$ cat src/rtl/uart_rx_loader.sv
// UART receiver that assembles 3-byte load frames (header 0xA0-0xA3, data hi, data lo).
// Optional feature: define UART_RX_PARITY_EN to expect an even-parity bit before the stop bit.
module uart_rx_loader #(
    parameter int CLKS_PER_BIT = 16,
    parameter int TIMEOUT_BITS = 20
) (
    input  logic        clk,
    input  logic        reset,
    input  logic        rx,
    output logic        uart_en,
    output logic [1:0]  uart_sel,
    output logic [15:0] uart_data,
    output logic        rx_err
);

    localparam int CW             = $clog2(CLKS_PER_BIT);
    localparam int TIMEOUT_CYCLES = TIMEOUT_BITS * CLKS_PER_BIT;
    localparam int TW             = $clog2(TIMEOUT_CYCLES + 1);
    localparam logic [CW-1:0] HALF_BIT      = CW'(CLKS_PER_BIT / 2);
    localparam logic [CW-1:0] LAST_TICK     = CW'(CLKS_PER_BIT - 1);
    localparam logic [TW-1:0] TIMEOUT_LIMIT = TW'(TIMEOUT_CYCLES);

`ifdef UART_RX_PARITY_EN
    typedef enum logic [2:0] {IDLE, START, DATA, PARITY, STOP} rx_state_t;
`else
    typedef enum logic [1:0] {IDLE, START, DATA, STOP} rx_state_t;
`endif

    rx_state_t       state;
    rx_state_t       next_state;
    logic            rx_meta;
    logic            rx_sync;
    logic            rx_prev;
    logic [CW-1:0]   bit_cnt;
    logic [2:0]      bit_idx;
    logic [7:0]      shift_reg;
    logic            tick;
    logic            byte_ok;
    logic            byte_bad;
    logic [1:0]      byte_idx;
    logic [1:0]      sel_hold;
    logic [7:0]      data_hi;
    logic [TW-1:0]   idle_timer;
    logic            timeout;

    // rx_prev trails the synchronizer by one cycle so a falling edge can be seen.
    always_ff @(posedge clk or negedge reset) begin
        if (!reset) begin
            rx_meta <= 1'b1;
            rx_sync <= 1'b1;
            rx_prev <= 1'b1;
        end else begin
            rx_meta <= rx;
            rx_sync <= rx_meta;
            rx_prev <= rx_sync;
        end
    end

    assign tick = (bit_cnt == LAST_TICK);

    always_ff @(posedge clk or negedge reset) begin
        if (!reset) begin
            state <= IDLE;
        end else begin
            state <= next_state;
        end
    end

    always_comb begin
        next_state = state;
        case (state)
            IDLE: begin
                if (rx_prev && !rx_sync) begin
                    next_state = START;
                end
            end
            START: begin
                if (bit_cnt == HALF_BIT) begin
                    next_state = rx_sync ? IDLE : DATA;
                end
            end
            DATA: begin
                if (tick && bit_idx == 3'd7) begin
`ifdef UART_RX_PARITY_EN
                    next_state = PARITY;
`else
                    next_state = STOP;
`endif
                end
            end
`ifdef UART_RX_PARITY_EN
            PARITY: begin
                if (tick) begin
                    next_state = STOP;
                end
            end
`endif
            STOP: begin
                if (tick) begin
                    next_state = IDLE;
                end
            end
            default: next_state = IDLE;
        endcase
    end

    // The bit counter restarts on every state change so each sample lands at bit centre.
    always_ff @(posedge clk or negedge reset) begin
        if (!reset) begin
            bit_cnt   <= '0;
            bit_idx   <= '0;
            shift_reg <= '0;
        end else begin
            if (state == IDLE || next_state != state || tick) begin
                bit_cnt <= '0;
            end else begin
                bit_cnt <= bit_cnt + 1'b1;
            end
            if (state == IDLE) begin
                bit_idx <= '0;
            end else if (state == DATA && tick) begin
                bit_idx   <= bit_idx + 1'b1;
                shift_reg <= {rx_sync, shift_reg[7:1]};
            end
        end
    end

`ifdef UART_RX_PARITY_EN
    logic par_err;

    always_ff @(posedge clk or negedge reset) begin
        if (!reset) begin
            par_err <= 1'b0;
        end else if (state == IDLE) begin
            par_err <= 1'b0;
        end else if (state == PARITY && tick) begin
            par_err <= (^shift_reg) ^ rx_sync;
        end
    end
`endif

    always_comb begin
        byte_ok  = 1'b0;
        byte_bad = 1'b0;
        if (state == STOP && tick) begin
`ifdef UART_RX_PARITY_EN
            if (rx_sync && !par_err) begin
`else
            if (rx_sync) begin
`endif
                byte_ok = 1'b1;
            end else begin
                byte_bad = 1'b1;
            end
        end
    end

    // Inter-byte gap timer only runs while a partial frame is waiting in IDLE.
    always_ff @(posedge clk or negedge reset) begin
        if (!reset) begin
            idle_timer <= '0;
        end else if (byte_idx == 2'd0 || state != IDLE) begin
            idle_timer <= '0;
        end else if (!timeout) begin
            idle_timer <= idle_timer + 1'b1;
        end
    end

    assign timeout = (byte_idx != 2'd0) && (idle_timer == TIMEOUT_LIMIT);

    always_ff @(posedge clk or negedge reset) begin
        if (!reset) begin
            byte_idx  <= 2'd0;
            sel_hold  <= 2'b00;
            data_hi   <= 8'h00;
            uart_en   <= 1'b0;
            uart_sel  <= 2'b00;
            uart_data <= 16'h0000;
            rx_err    <= 1'b0;
        end else begin
            uart_en <= 1'b0;
            rx_err  <= 1'b0;
            if (byte_bad || timeout) begin
                byte_idx <= 2'd0;
                rx_err   <= 1'b1;
            end else if (byte_ok) begin
                case (byte_idx)
                    2'd0: begin
                        if (shift_reg[7:2] == 6'b101000) begin
                            sel_hold <= shift_reg[1:0];
                            byte_idx <= 2'd1;
                        end else begin
                            rx_err <= 1'b1;
                        end
                    end
                    2'd1: begin
                        data_hi  <= shift_reg;
                        byte_idx <= 2'd2;
                    end
                    2'd2: begin
                        uart_sel  <= sel_hold;
                        uart_data <= {data_hi, shift_reg};
                        uart_en   <= 1'b1;
                        byte_idx  <= 2'd0;
                    end
                    default: byte_idx <= 2'd0;
                endcase
            end
        end
    end

endmodule
$ cat config.mk
export PLATFORM = sky130hd
export DESIGN_NAME = uart_rx_loader
export DESIGN_NICKNAME = d
export VERILOG_FILES = /design/src/rtl/uart_rx_loader.sv
export SDC_FILE = /design/constraint.sdc
export NUM_CORES = 1
export LEC_CHECK = 0
export ABC_AREA = 1
export BUFFER_PORTS_ARGS = -buffer_cell sky130_fd_sc_hd__clkbuf_2
export CAP_MARGIN = 25
export CORE_ASPECT_RATIO = 1.2
export CORE_MARGIN = 4
export CORE_UTILIZATION = 43
export CTS_CLUSTER_DIAMETER = 40
export DETAILED_ROUTE_END_ITERATION = 12
export PLACE_DENSITY = 0.7
export SYNTH_ARGS = -nofsm -noshare
export SYNTH_HDL_FRONTEND = slang
export SYNTH_SLANG_ARGS = --single-unit
$ cat constraint.sdc
create_clock -name clk -period 3.2 [get_ports clk]
set_input_delay 0 -clock clk [delete_from_list [all_inputs] [get_ports clk]]
set_output_delay 0 -clock clk [all_outputs]
set_load 0.01 [all_outputs]
# Word level (Yosys, flattened, before mapping)
# Index checks and enable logic that the tools add are counted.
word_totals:
  register_bits: 61
  word_cells: 80
op_classes:
  n_addsub: 3
  n_eq_ne: 13
  muxes: 26
  n_bitwise: 2
  n_reduce_logical: 21
op_table:
  columns: ["cell", "count"]
  rows:
  - ["9-bit two-way mux", 2]
  - ["2-bit two-way mux", 8]
  - ["1-bit two-way mux", 11]
  - ["9-bit by 1-bit adder with 9-bit output (second input constant)", 1]
  - ["9-bit equality test (second input constant)", 1]
  - ["4-bit equality test (second input constant)", 2]
  - ["2-bit one-hot mux with 4 select lines", 1]
  - ["2-bit nonzero test", 4]
  - ["2-bit equality test (second input constant)", 3]
  - ["6-bit equality test (second input constant)", 1]
  - ["3-bit two-way mux", 2]
  - ["3-bit AND reduction", 2]
  - ["1-bit logical AND", 5]
  - ["4-bit by 1-bit adder with 4-bit output (second input constant)", 1]
  - ["2-bit by 1-bit equality test with 1-bit output (second input constant)", 2]
  - ["2-bit zero test", 2]
  - ["1-bit logical OR", 4]
  - ["4-bit two-way mux", 1]
  - ["2-bit one-hot mux with 2 select lines", 1]
  - ["2-bit AND reduction", 2]
  - ["4-bit AND reduction", 1]
  - ["3-bit by 1-bit adder with 3-bit output (second input constant)", 1]
  - ["3-bit equality test (second input constant)", 1]
  - ["3-bit by 1-bit inequality test with 1-bit output (second input constant)", 1]
  - ["4 further kinds", 5]

# Longest topological paths before layout
# Gate-level depths: netlist of the first run.
depth:
  depth_word: 8
  ltp_mapped: 10
  mapped_depth_nobuf: 10

# Worst setup path after synthesis of the first run
# No wires, ideal clock.
synth_path:
  kind: "register to register"
  from: "register bit_cnt[0]"
  to: "register uart_data[7]"
  setup_time_ps: 119
  arrival_time_ps: 1357
  required_time_ps: 3081
  path_slack_ps: 1724
  path_stages_with_launch: 10
  n_path_buf: 1
  synth_period_minus_slack_ps: 1476
  cell_sequence: "dfrtp_1 -> ha_1 -> nand2_2 -> nor2_4 -> nand3_4 -> clkinv_4 -> nand3_4 -> buf_6 -> nand2_2 -> o21ai_2"
synth_via:
  elab_chain_len: 6
  elab_cells_between_ends: 7
  cone_classes: "1 x eq/ne; 2 x mux; 1 x bitwise; 3 x reduce/logical"
synth_rtl:
  columns: ["element", "line", "rtl"]
  rows:
  - ["from (decl)", "34", "logic [CW-1:0] bit_cnt;"]
  - ["from (signal assigned)", "117", "bit_cnt <= bit_cnt + 1'b1;"]
  - ["4-bit equality test *", "59", "assign tick = (bit_cnt == LAST_TICK);"]
  - ["1-bit logical AND *", "145", "if (state == STOP && tick) begin"]
  - ["1-bit two-way mux", "145", null]
  - ["1-bit logical OR", "183", "if (byte_bad || timeout) begin"]
  - ["1-bit NOT (no line)", null, null]
  - ["3-bit AND reduction (no line) *", null, null]
  - ["to (signal assigned)", "202", "uart_data <= {data_hi, shift_reg};"]
  - ["to (decl)", "12", "output logic [15:0] uart_data,"]
# Mark *: on every way between the ends. The rest lies on a longest branch, timed or not.
# A chain may end at the register's enable or synchronous reset.

# Worst setup path in the final report of the first run
layout_path:
  from: "register bit_cnt[0]"
  to: "register uart_data[4]"
# Same word-level chain as after synthesis.

==> results.cfg, run 1 <==
[logic_synthesis]
ys_seq_elements = 61
yosysTopAreaCellShare_pct = 52.04
yosysWarnings = 0
muxShareOfSynthArea_pct = 0
syn_area_per_cell_um2 = 9.551
synthTopCellsByArea = dfrtp_1 52%, o21ai_2 8.2%, nand2_1 6.7%
syn_area_um2 = 2789
yosysSeqAreaShare_pct = 54.87
synth-xor-area-share_pct = 0.9421
synth_adder_area_share_pct = 2.692
ys_types = 26
syn_nets = 301
yosysTopAreaCell = dfrtp_1
synth-simple-area-share_pct = 20.55
synth_top_family_by_area = simple AND/OR/NAND/NOR gates
synth-compound-area-share_pct = 12.56
netlist_instances = 292

[critical_path]
crit_arrival_ps = 2160
critPathMaxFanout = 37
r2r_cells = 8
r2r-end = uart_data[4]
worstSetupPathType = flip-flop to flip-flop
r2r_start = bit_cnt[0]
required_ps = 3410
critPathCaptureType = flip-flop
start_kind = flip-flop
regToRegSetupSlack_ps = 1250

[global_routing]
grt_pass1_wl_um = 8342
overflow = 0
grt_max_degree = 38
antenna_found_initial = 0
grt_pass1_vias = 1924
grt_use_total_pct = 14.06

[final_layout]
multi_input_area_um2 = 1025
diodes = 0
largest_reg_flops = 16
regMostFlops = uart_data
drive_gt1_share_pct = 26.83
fillers = 559
layout.area.seq_um2 = 1530
top_regs = uart_data x16, idle_timer x9
area_growth_pct = 15.21
final_cells = 410
fin_area_um2 = 3213
layout.nets = 333

[drt]
route.detailed.drc = 0
wl_per_cell_um = 11.23
drt_iter0_markers = 101
ant_nets = 0
vias_per_cell = 4.685
drtPass1Iterations = 4
vias = 1921
wl_um = 4606

[place]
dp.cells = 393
placed_area_um2 = 2980
place.gp.congestion = 0.8094
io_buffer_count = 22
dpl.hpwl_um = 3211

[floorplanning]
die_y_um = 96.22
design.die.area_um2 = 7843
io_pins = 23
core_um2 = 6167
start_util_pct = 45.22
dieWidth_um = 81.52
row_count = 31

[cts]
cts.htree.levels = 3
clock-sinks = 61
cts_buffers = 9
clk_latency_ps = 340
clk_path_buf_depth = 2
cts_setup_buffers = 0
path_clk_slew_ps = 70
tritoncts = done
cts_root_buf = clkbuf_8

[sta]
worst_slew_pin_slew_ps = 579.8
relSlewSlack_pct = 61.35
fin_tns_setup_ps = 0
finalCritPeriodShare_pct = 60.90
setup_viol = 0
drv_slew = 0
skew_ps = 7.429
clock.fmax_ghz = 0.5132
hold_viol = 0
finalCriticalPeriod_ps = 1949
rsz0062_at_grt = no
whs_ps = 151.4

[min_path]
hp-class = primary input to async pin

[power_and_ir_drop]
p_per_area_nw_per_um2 = 554.2
ir_drop_mv = 0.4304
finalPower_mw = 1.781
p_leak_nw = 1.538

[flow_run]
cap_violations = 0

[status]
outcome = finished, final reports clean
routing by layer:
layer  track usage [%]  part of all wire [%]  vias to the layer above
li1                  -                     -                      980
met1             16.13                    45                      894
met2             22.89                    48                       38
met3             4.307                   5.0                        9
met4             8.310                   2.4                        0
met5                 0                     0                        -
cell type report:
type / instances / area share (%)
Clock buffer: 10 / 4.283
Clock inverter: 5 / 2.336
Inverter: 48 / 5.763
Multi-Input combinational cell: 178 / 31.89
Sequential cell: 61 / 47.62
Tap cell: 82 / 3.193
Timing Repair Buffer: 26 / 4.907
through the flow:
step	util [%]	setup WS, ps
global route	52.10	1046
detailed placement	48.33	1238
finish	52.10	1251
CTS	52.10	1222
floorplan	-	1724
global placement	48.00	1303
where the power goes:
part / total, mW / switching (mW) / internal [mW]
logic: 0.189 / 0.122 / 0.0671
registers: 0.852 / 0.0432 / 0.809
clock network: 0.740 / 0.289 / 0.451
total: 1.78 / 0.454 / 1.33
worst max-delay path, cell delays in order, from the launching register on:
cell and delay, ps:
dfrtp_1 390, ha_1 240, nand2_2 90, nor2_4 160, nand3_4 100, clkinv_4 80, nand3_4 420, nand2_1 250
o21ai_2 70
how the worst max path moves through the flow:
| stage | start | to | slack, ps | cells after the start |
|---|---|---|---|---|
| 3_5_place_dp | bit_cnt[0] | uart_data[4] | 1240 | 8 |
| 3_3_place_gp | bit_cnt[0] | uart_data[6] | 1300 | 8 |
| 6_report | bit_cnt[0] | uart_data[4] | 1250 | 8 |
| 5_1_grt | bit_cnt[0] | uart_data[2] | 1050 | 8 |
| 4_1_cts | bit_cnt[0] | uart_data[4] | 1220 | 8 |
| 2_1_floorplan | bit_cnt[0] | uart_data[7] | 1720 | 9 |
Yosys cell counts (all sizes together):
master  count
dfstp       3
a21oi       5
nor3        4
xnor2       1
buf         4
o211ai      1
nand4       3
clkbuf      1
nor2       29
clkinv      1
nor4        1
nand3      17
inv        47
o21ai      44
ha          6
dfrtp      58
nand2      63
nand3b      2
xor2        2
repair_timing:
item / 4_1_cts / 5_1_grt
resized for setup: 0 / 0
hold endpoints to repair: 28 / 0
setup endpoints to repair: 0 / 0
hold buffers: 2 / 0
placed cells by master (no fill, tap or decap), types with 3 or more instances in the layout:
| cell type | instances |
|---|---|
| dfrtp_1 | 58 |
| nand2_1 | 50 |
| inv_1 | 46 |
| nor2_1 | 28 |
| o21ai_2 | 26 |
| clkbuf_2 | 22 |
| o21ai_0 | 16 |
| nand3_1 | 13 |
| nand2_2 | 13 |
| clkbuf_8 | 10 |
| ha_1 | 6 |
| a21oi_1 | 5 |
| nor3_1 | 4 |
| nand4_1 | 3 |
| nand3_4 | 3 |
| clkinv_2 | 3 |
| dfstp_2 | 3 |
logic make-up (layout without fill, tap and decap cells):
group / Yosys count / after routing
AO/OA/AOI/OAI: 50 / 50
XOR/XNOR: 3 / 3
adder cells (fa/ha/maj): 6 / 6
buffers and inverters: 53 / 89
flip-flops: 61 / 61
AND/OR/NAND/NOR: 119 / 119
Note: power is estimated with default switching activity, not from simulation.
==> inputs of run 2 (changes only) <==
==> constraint.sdc (replaced) <==
create_clock -name clk -period 1.9 [get_ports clk]
set_input_delay 0 -clock clk [delete_from_list [all_inputs] [get_ports clk]]
set_output_delay 0 -clock clk [all_outputs]
set_load 0.01 [all_outputs]
==> results.cfg, run 2 (same netlist as run 1, synthesis figures left out) <==
[place]
dpl.hpwl_um = 3188
io_buffer_count = 22
dp_slack_ps = 327.6
place.gp.congestion = 0.7662
placed_area_um2 = 3000
dp.cells = 394

[cts]
clock-sinks = 61
tritoncts = done
path_clk_slew_ps = 70
cts_hold_buf = 2
cts_setup_buffers = 0
cts_buffers = 9
cts_root_buf = clkbuf_8
cts.htree.levels = 3
clk_latency_ps = 330
clk_path_buf_depth = 2
ctsResizeCount = 0

[status]
outcome = finished, final reports clean

[critical_path]
critPathMostFrequentCell = nand3_4
path_delay_family = simple AND/OR/NAND/NOR gates
path_cells = ha_1, nand2_2, nor2_4, nand3_4, clkinv_4, nand3_4, buf_12, nand2_1, o21ai_2
start_kind = flip-flop
critPathCaptureType = flip-flop
max_stage_delay_ps = 380
worstSetupPathType = flip-flop to flip-flop
slowest_stage = dfrtp_1
critPathMaxFanout = 37
crit_buf_inv = 2
required_ps = 2120
crit_arrival_ps = 1790

[final_layout]
layout_common_cells = 58 x dfrtp_1, 50 x nand2_1, 46 x inv_1, 28 x nor2_1, 26 x o21ai_2
diodes = 0
fin_area_um2 = 3244
largest_reg_flops = 16
regMostFlops = uart_data
layout.nets = 334
area_growth_pct = 16.33
mostFrequentLayoutCell = dfrtp_1
drive_gt1_share_pct = 27.27
top_regs = uart_data x16, idle_timer x9
fillers = 564
final_cells = 412

[sta]
drv_slew = 0
skew_ps = 5.503
worst_slew_pin_slew_ps = 548.1
finalCritPeriodShare_pct = 82.34
hold_viol = 0
fin_tns_setup_ps = 0
whs_ps = 183.2
finalCriticalPeriod_ps = 1564
final.setup.worst_slack_ps = 335.6
setup_viol = 0
clock.fmax_ghz = 0.6392
rsz0062_at_grt = no
relSlewSlack_pct = 63.46

[global_routing]
grt_use_total_pct = 13.77
grt_max_degree = 42
grt_pass1_vias = 1924
overflow = 0
grt_pass1_wl_um = 8176
antenna_found_initial = 0

[floorplanning]
core_um2 = 6167
die_y_um = 96.22
io_pins = 23
dieWidth_um = 81.52
design.die.area_um2 = 7843
row_count = 31
start_util_pct = 45.22

[power_and_ir_drop]
ir_drop_mv = 0.5350
p_leak_nw = 1.549
p_per_area_nw_per_um2 = 927.0

[flow_run]
cap_violations = 0

[drt]
drt_iter0_markers = 76
vias_per_cell = 4.641
route.detailed.drc = 0
wl_um = 4516
wl_met1_um = 2076
top_layer = met4
wl_per_cell_um = 10.96
drtPass1Iterations = 5
vias = 1912
wl_met3_um = 214
ant_nets = 0
route.met2.wl_um = 2135

[min_path]
hp-class = primary input to async pin
## run 2: per-layer routing
layer / vias up / track usage, %
met3: 9 / 4.213
met5: - / 0
met1: 877 / 16.04
met4: 0 / 6.901
li1: 991 / -
met2: 35 / 22.76
## run 2: metrics by stage
stage | util [%] | power, mW
floorplan | - | 1.672
global placement | 48.65 | 1.753
detailed placement | 48.65 | 1.765
CTS | 52.61 | 3.055
global route | 52.61 | 3.173
finish | 52.61 | 3.007
## run 2: path summary, 6_finish.rpt
| check | cells past startpoint | endpoint | slack [ps] | start |
|---|---|---|---|---|
| max | 9 | uart_data[2] | 340 | bit_cnt[0] |
| max in group asynchronous | 3 | shift_reg[5] | 1120 | reset |
| min reg2reg | 0 | rx_sync | 360 | rx_meta |
| min | 2 | sel_hold[1] | 180 | reset |
| min in group clk | 2 | rx_meta | 300 | rx |
| max reg2reg | 9 | uart_data[2] | 340 | bit_cnt[0] |
## run 2: power by group
group	internal [mW]	leakage, nW	switching [mW]
combinational	0.112	0.603	0.192
sequential	1.36	0.834	0.0689
clock	0.771	0.112	0.502
## run 2: final cells by class
type                       instances  area, um^2  share of cell area, %
timing repair buffer              27       177.7                  5.476
inverter                          48       185.2                  5.708
clock inverter                     6       86.33                  2.661
sequential                        61        1530                  47.17
clock buffer                      10       137.6                  4.242
multi-input combinational        178        1025                  31.58
tap                               82       102.6                  3.162
==> inputs of run 3 (changes only) <==
--- a/config.mk
+++ b/config.mk
@@ -5,7 +5,7 @@
 export SDC_FILE = /design/constraint.sdc
 export NUM_CORES = 1
 export LEC_CHECK = 0
-export ABC_AREA = 1
+export ABC_AREA = 0
 export BUFFER_PORTS_ARGS = -buffer_cell sky130_fd_sc_hd__clkbuf_2
 export CAP_MARGIN = 25
 export CORE_ASPECT_RATIO = 1.2
@@ -13,7 +13,7 @@
 export CORE_UTILIZATION = 43
 export CTS_CLUSTER_DIAMETER = 40
 export DETAILED_ROUTE_END_ITERATION = 12
-export PLACE_DENSITY = 0.7
+export PLACE_DENSITY = 0.72
 export SYNTH_ARGS = -nofsm -noshare
 export SYNTH_HDL_FRONTEND = slang
 export SYNTH_SLANG_ARGS = --single-unit
==> constraint.sdc (replaced) <==
create_clock -name clk -period 1.4 [get_ports clk]
set_input_delay 0 -clock clk [delete_from_list [all_inputs] [get_ports clk]]
set_output_delay 0 -clock clk [all_outputs]
set_load 0.01 [all_outputs]
==> results.cfg, run 3 <==
[status]
outcome = complete, but fails checks
failed_checks = negative setup slack

[floorplanning]
core_um2 = 6012
die_y_um = 93.94
row_count = 31
io_pins = 23
dieWidth_um = 79.62
design.die.area_um2 = 7479
start_util_pct = 44.02

[power_and_ir_drop]
p_per_area_nw_per_um2 = 1153
ir_drop_mv = 0.8885
p_leak_nw = 1.806

[logic_synthesis]
synth_adder_area_share_pct = 2.837
synth_top_family_by_area = multiplexers
ys_types = 36
ys.flop_type = dfrtp_1
yosysTopAreaCell = dfrtp_1
yosysWarnings = 0
synthTopCellsByArea = dfrtp_1 55%, mux2_2 12%, mux2_4 5.1%
synth-simple-area-share_pct = 12.29
synth-compound-area-share_pct = 4.066
syn_area_per_cell_um2 = 13.93
synthTopCellsByCount = 58 x dfrtp_1, 28 x mux2_2, 15 x nor2_1
async_flop_share_pct = 100.0
muxShareOfSynthArea_pct = 17.40
ys_seq_elements = 61
synth_edf_count = 0
synth_most_common_cell = dfrtp_1
syn_area_um2 = 2646
syn_nets = 199
yosysSeqAreaShare_pct = 57.83
synth-xor-area-share_pct = 2.979
yosysTopAreaCellShare_pct = 54.85
netlist_instances = 190

[critical_path]
crit_arrival_ps = 1920
critPathCaptureType = flip-flop
r2r_start = idle_timer[1]
start_kind = flip-flop
r2r_cells = 7
cp-endpoint = uart_sel[1]
crit_start = idle_timer[1]
r2r-end = uart_sel[1]
regToRegSetupSlack_ps = -290
worstSetupPathType = flip-flop to flip-flop
critPathMaxFanout = 8
required_ps = 1640

[drt]
ant_nets = 0
wl_um = 5307
vias_per_cell = 4.871
drt_iter0_markers = 55
route.detailed.drc = 0
wl_per_cell_um = 15.21
drtPass1Iterations = 4
vias = 1700

[final_layout]
layout.nets = 271
largest_reg_flops = 16
regMostFlops = uart_data
top_regs = uart_data x16, idle_timer x9
area_growth_pct = 35.84
fin_area_um2 = 3595
mostFrequentLayoutCell = dfrtp_1
diodes = 0
drive_gt1_share_pct = 53.93
layout_common_cells = 58 x dfrtp_1, 30 x buf_4, 22 x clkbuf_2, 19 x mux2_4, 18 x mux2_2

[sta]
whs_ps = 190.0
final.setup.worst_slack_ps = -286.9
worst_slew_pin_slew_ps = 316.6
finalCritPeriodShare_pct = 120.5
finalCriticalPeriod_ps = 1687
hold_viol = 0
skew_ps = 6.828
setup_viol = 51
clock.fmax_ghz = 0.5928
drv_slew = 0
rsz0062_at_grt = yes
relSlewSlack_pct = 78.89
fin_tns_setup_ps = -9334

[flow_run]
cap_violations = 0

[cts]
clk_latency_ps = 350
path_clk_slew_ps = 70
clk_path_buf_depth = 2
tritoncts = done
cts.htree.levels = 3
cts_buffers = 9
clock-sinks = 61
cts_root_buf = clkbuf_8

[global_routing]
overflow = 0
grt_use_total_pct = 15.15
grt_pass1_vias = 1761
grt_max_degree = 62
antenna_found_initial = 0
grt_pass1_wl_um = 8466

[place]
dpl.hpwl_um = 3247
place.gp.congestion = 0.7668
placed_area_um2 = 3146
dp_slack_ps = -285.7
io_buffer_count = 22

[min_path]
hp-class = primary input to async pin
## run 3: changes by cell type after synthesis, sizes merged, moves of 4 or more
| cell | before | now |
|---|---|---|
| nand2 | 63 | 5 |
| o21ai | 44 | 2 |
| inv | 47 | 7 |
| mux2 | 0 | 37 |
| nor2 | 29 | 16 |
| nand3 | 17 | 10 |
| a22o | 0 | 5 |
| xnor2 | 1 | 5 |
## run 3: report_power, final
part           switching [mW]  leakage, nW  total (mW)  internal, mW
combinational           0.336        0.882       0.655         0.319
sequential             0.0803        0.832        1.93          1.85
clock                   0.738       0.0918        1.56         0.825
## run 3: final cells by class
type                    instances  area, um^2
inverters                       7       28.78
fillers                       475        2417
clock inverters                 7       75.07
repair buffers                 66       521.8
multi-input cells             117        1212
clock buffers                   9       123.9
flip-flops and latches         61        1530
well taps                      82       102.6
## run 3: critical path, stage by stage (launching register included)
cell       delay [ps]
dfrtp_1           380
inv_1              60
ha_1              140
and4bb_1          240
nand3_4           110
nand4b_4          170
clkbuf_16         190
mux2_4            290
## run 3: cell families after synthesis
kind of cell / after synthesis
buf+inv: 12
compound gates: 15
flops: 61
fa+ha+maj: 6
mux: 38
simple gates: 49
xor+xnor: 9
## run 3: per-layer routing
metal	part of all wire [%]	global-route usage, %	up-vias
met3	3.2	5.566	10
met2	49	22.91	19
met4	2.0	6.877	0
met5	0	0	-
met1	46	19.28	852
li1	-	-	819
## run 3: worst min path at each step
stage,to,cells after the start
2_1_floorplan,bit_cnt[0],0
3_3_place_gp,uart_en,2
3_5_place_dp,uart_en,2
4_1_cts,uart_en,3
5_1_grt,uart_en,3
6_report,uart_en,3
## run 3: metrics by stage
| step | cells | power, mW | util [%] |
|---|---|---|---|
| global route | 349 | 4.348 | 59.79 |
| finish | 349 | 4.146 | 59.79 |
| global placement | 326 | 2.416 | 52.32 |
| CTS | 345 | 4.066 | 57.69 |
| detailed placement | 326 | 2.429 | 52.32 |
| floorplan | 190 | 2.210 | - |
## run 3: timing repair
item	in CTS	in global routing
setup endpoints to repair	44	54
pin swaps	7	9
endpoints found under the hold margin	62	0
cloned	0	1
resized for setup	23	19
hold buffers	2	0
setup buffers	2	7
